`src/rtl/gpio_in_conditioner.sv`:
```
// rtl/gpio_in_conditioner.sv - pin synchroniser, per-bit debouncer and sticky edge-event flags
module gpio_in_conditioner #(
    parameter int WIDTH           = 32,
    parameter int SYNC_STAGES     = 2,
    parameter int DEBOUNCE_CYCLES = 4
) (
    input  logic             s_axi_aclk,
    input  logic             s_axi_aresetn,
    input  logic [WIDTH-1:0] pin_in,
    input  logic [WIDTH-1:0] rise_en,
    input  logic [WIDTH-1:0] fall_en,
    input  logic [WIDTH-1:0] evt_clr,
    output logic [WIDTH-1:0] in_stable,
    output logic [WIDTH-1:0] evt_status,
    output logic             irq
);

    localparam int CNT_W = (DEBOUNCE_CYCLES > 1) ? $clog2(DEBOUNCE_CYCLES) : 1;
    localparam logic [CNT_W-1:0] CNT_LAST = CNT_W'(DEBOUNCE_CYCLES - 1);

    logic [WIDTH-1:0] sync_q [SYNC_STAGES];
    logic [WIDTH-1:0] sync_s;
    logic [CNT_W-1:0] cnt_q  [WIDTH];
    logic [CNT_W-1:0] cnt_d  [WIDTH];
    logic [WIDTH-1:0] accept;
    logic [WIDTH-1:0] rise;
    logic [WIDTH-1:0] fall;
    logic [WIDTH-1:0] stable_q;
    logic [WIDTH-1:0] evt_q;

    assign sync_s = sync_q[SYNC_STAGES-1];

    // Plain flop chain per bit; nothing may sit between stages.
    always_ff @(posedge s_axi_aclk or negedge s_axi_aresetn) begin
        if (!s_axi_aresetn) begin
            for (int k = 0; k < SYNC_STAGES; k++) begin
                sync_q[k] <= '0;
            end
        end else begin
            sync_q[0] <= pin_in;
            for (int k = 1; k < SYNC_STAGES; k++) begin
                sync_q[k] <= sync_q[k-1];
            end
        end
    end

    // Count consecutive cycles the synchronised bit disagrees with in_stable; accept on the last one.
    always_comb begin
        accept = '0;
        for (int i = 0; i < WIDTH; i++) begin
            cnt_d[i] = '0;
            if (sync_s[i] != stable_q[i]) begin
                if (cnt_q[i] == CNT_LAST) begin
                    accept[i] = 1'b1;
                end else begin
                    cnt_d[i] = cnt_q[i] + CNT_W'(1);
                end
            end
        end
    end

    // An accepted bit flips in_stable, so its new value tells the edge direction.
    assign rise = accept & sync_s & rise_en;
    assign fall = accept & ~sync_s & fall_en;

    // Debounce counters, accepted value and sticky flags; a new edge wins over a same-cycle clear.
    always_ff @(posedge s_axi_aclk or negedge s_axi_aresetn) begin
        if (!s_axi_aresetn) begin
            for (int i = 0; i < WIDTH; i++) begin
                cnt_q[i] <= '0;
            end
            stable_q <= '0;
            evt_q    <= '0;
        end else begin
            for (int i = 0; i < WIDTH; i++) begin
                cnt_q[i] <= cnt_d[i];
            end
            stable_q <= stable_q ^ accept;
            evt_q    <= (evt_q & ~evt_clr) | rise | fall;
        end
    end

    assign in_stable  = stable_q;
    assign evt_status = evt_q;
    assign irq        = |evt_q;

endmodule

```
`config.mk`:
```
export PLATFORM = sky130hd
export DESIGN_NAME = gpio_in_conditioner
export DESIGN_NICKNAME = d
export VERILOG_FILES = /design/src/rtl/gpio_in_conditioner.sv
export SDC_FILE = /design/constraint.sdc
export NUM_CORES = 1
export LEC_CHECK = 0
export CAP_MARGIN = 20
export CORE_MARGIN = 8
export CORE_UTILIZATION = 26
export CTS_CLUSTER_DIAMETER = 40
export CTS_CLUSTER_SIZE = 24
export DETAILED_ROUTE_END_ITERATION = 10
export PLACE_DENSITY = 0.52
export SLEW_MARGIN = 20
export SYNTH_ARGS = -nofsm -noshare
export SYNTH_HDL_FRONTEND = slang
export SYNTH_SLANG_ARGS = --single-unit
export TNS_END_PERCENT = 100
```
`constraint.sdc`:
```
create_clock -name s_axi_aclk -period 1.35 [get_ports s_axi_aclk]
set_input_delay 0.27 -clock s_axi_aclk [delete_from_list [all_inputs] [get_ports s_axi_aclk]]
set_output_delay 0.27 -clock s_axi_aclk [all_outputs]
set_load 0.05 [all_outputs]
```
==> results.toml <==
[outcome]
run_status = "complete, but fails checks"
violations = "setup timing"

[layout]
areaGrowthSynthToFinish_pct = 61.44
antenna_cells = 0
final_layout_size_suffix_gt1_frac = 0.3162
final_util = 0.4221
fill_cells = 2546
nets = 966
fin_cells = 1194
final_area_mm2 = 0.01163

[worst_setup_path]
path_max_fanout = 2
setup.worst_path.start_class = "register"
worstPathRequired_ps = 1080
critPathCaptureType = "output pin"
cp.arrival_ps = 1920
ff2ff_setup_slack_ps = 300
crit_type = "reg -> out"

[die]
start_util = 0.2614
io-pin-count = 195
placementRows = 61
core_area_mm2 = 0.02755
die_w_um = 182.4
die_h_um = 182.4
die-area_mm2 = 0.03329

[grt]
grt_pass1_wl_um = 27920
antenna_found_initial = 2
grt-ovfl-total = 0
gr-usage-all-layers = 0.1054
grt_pass1_vias = 5289
grt_max_degree = 43

[timing]
tns_ps = -1281
setup_viol = 28
fin_crit_sh = 1.620
holdWs_ps = 278.6
worst_pin_slew_ps = 343.9
slew_violations = 0
max_freq_mhz = 457.3
setup_slack_ps = -837.0
relSlewSlack = 0.7686
grt_setup_unrepaired = "yes"
hold_viol_final = 0
fin_skew_ps = 9.838
fin_crit_ps = 2187

[detailed_routing]
dr.pass1.iters = 6
viasPerCell = 4.076
ant_nets = 0
wl_per_cell_um = 14.31
vias = 4867
drtIter0Drc = 132
drt_wl_total_um = 17080
drt_drc_violations_left = 0

[place]
port_buffers = 194
dp_slack_ps = -415.8
gp_congestion = 0.7143
hpwl_um = 13150
place_area_mm2 = 0.01065
dp_cells = 1138

[yosys]
syn_area_mm2 = 0.007203
synthCells = 523
ys_seq_elements = 192
netlist-cell-type-count = 16
synth_nets = 685
synth_seq_area_share = 0.6670
synth_warnings = 0
syn_avg_cell_area_um2 = 13.77

[clock_network]
cts_tree = "yes"
clk_latency_ps = 420
cts.sinks = 192
path_clk_slew_ps = 80
clk_path_buf_depth = 2
root_buffer = "clkbuf_16"
htreeDepth = 4
cts_buffers = 17

[power]
p_leak_nw = 5.130
ir_drop_uv = 1073
powerDensity_mw_per_mm2 = 2032
total_power_mw = 23.63

[worst_hold_path]
holdCritPathClass = "in -> reg"

[job]
cap_violations = 0
## logic make-up after synthesis
family	share of synthesized area
buffers and inverters	0.01668
adders and majority gates	0.05558
muxes	0.05003
AOI/OAI and AO/OA	0.06132
xor gates and xnor gates	0.03891
DFF	0.6670
and+or+nand+nor	0.1105
## worst max-delay path: stages, from the launching register on
cell	delay (ps)
dfrtp_2	440
nor4_4	270
buf_4	150
nand4_1	190
or2_4	300
buf_8	150
## per-layer routing
layer | share of wire | GRT usage | vias to the layer above
li1 | - | - | 2382
met1 | 0.45 | 0.1333 | 2358
met2 | 0.46 | 0.1640 | 110
met3 | 0.073 | 0.04494 | 13
met4 | 0.0077 | 0.02558 | 4
met5 | 0.0010 | 0 | -
## power breakdown
part           total, mW  internal (mW)  switching (mW)
Sequential          8.70           7.34            1.36
Combinational       9.80           5.34            4.46
Clock               5.13           2.80            2.33
Total               23.6           15.5            8.16
## layout make-up
| class | count | area, µm² | share of cell area |
|---|---|---|---|
| timing repair buffer | 262 | 3254 | 0.2799 |
| multi-input combinational | 299 | 2308 | 0.1985 |
| clock inverter | 14 | 172.7 | 0.01485 |
| inverter | 32 | 120.1 | 0.01033 |
| sequential | 192 | 4875 | 0.4192 |
| tap | 378 | 473.0 | 0.04067 |
| clock buffer | 17 | 425.4 | 0.03658 |
## path summary, 6_finish.rpt
| check | from | end | depth (start not counted) |
|---|---|---|---|
| min | pin_in[19] | sync_q[51] | 1 |
| max | evt_status[12] | irq | 5 |
| min reg2reg | sync_q[60] | sync_s[28] | 0 |
| min in group asynchronous | s_axi_aresetn | async pin | 2 |
| max reg2reg | register | evt_status[13] | 4 |
| max in group asynchronous | s_axi_aresetn | async pin | 3 |
## placed cells by master, fill, tap and decap left out, types with 2 or more instances in the layout
master	n
nand3b_1	32
nand4_1	2
mux2_2	32
nor3_1	32
o21ai_0	32
xnor2_1	32
nand2_1	32
dfrtp_2	56
clkbuf_16	17
dfrtp_1	136
a22o_1	31
nor4_2	3
clkinv_4	2
nor4_1	4
buf_12	67
buf_6	30
nor2b_1	32
clkinvlp_4	4
bufinv_16	2
clkdlybuf4s50_1	128
inv_1	32
ha_1	32
inv_8	5
buf_4	34
## Yosys cell counts
cell type  count  area, µm²
a22o_1        31      271.5
nand2_1       32      120.1
nor3_1        32      160.2
ha_1          32      400.4
nand3b_1      32      240.2
nand4_1        2      12.51
dfrtp_1      192       4805
xnor2_1       32      280.3
o21ai_0       32      160.2
or2_1          1      6.260
a22o_2         1      10.01
inv_1         32      120.1
nor2b_1       32      200.2
nor4_1         7      43.79
mux2_2        32      360.4
nor4_2         1      12.51
## repair_timing
action	CTS	global route
setup buffers	6	29
hold buffers	1	0
hold endpoints to repair	25	0
pin swaps	4	2
endpoints found under the setup margin	57	60
gates resized for setup	56	18
No activity file was read; power rests on OpenSTA's default activity.
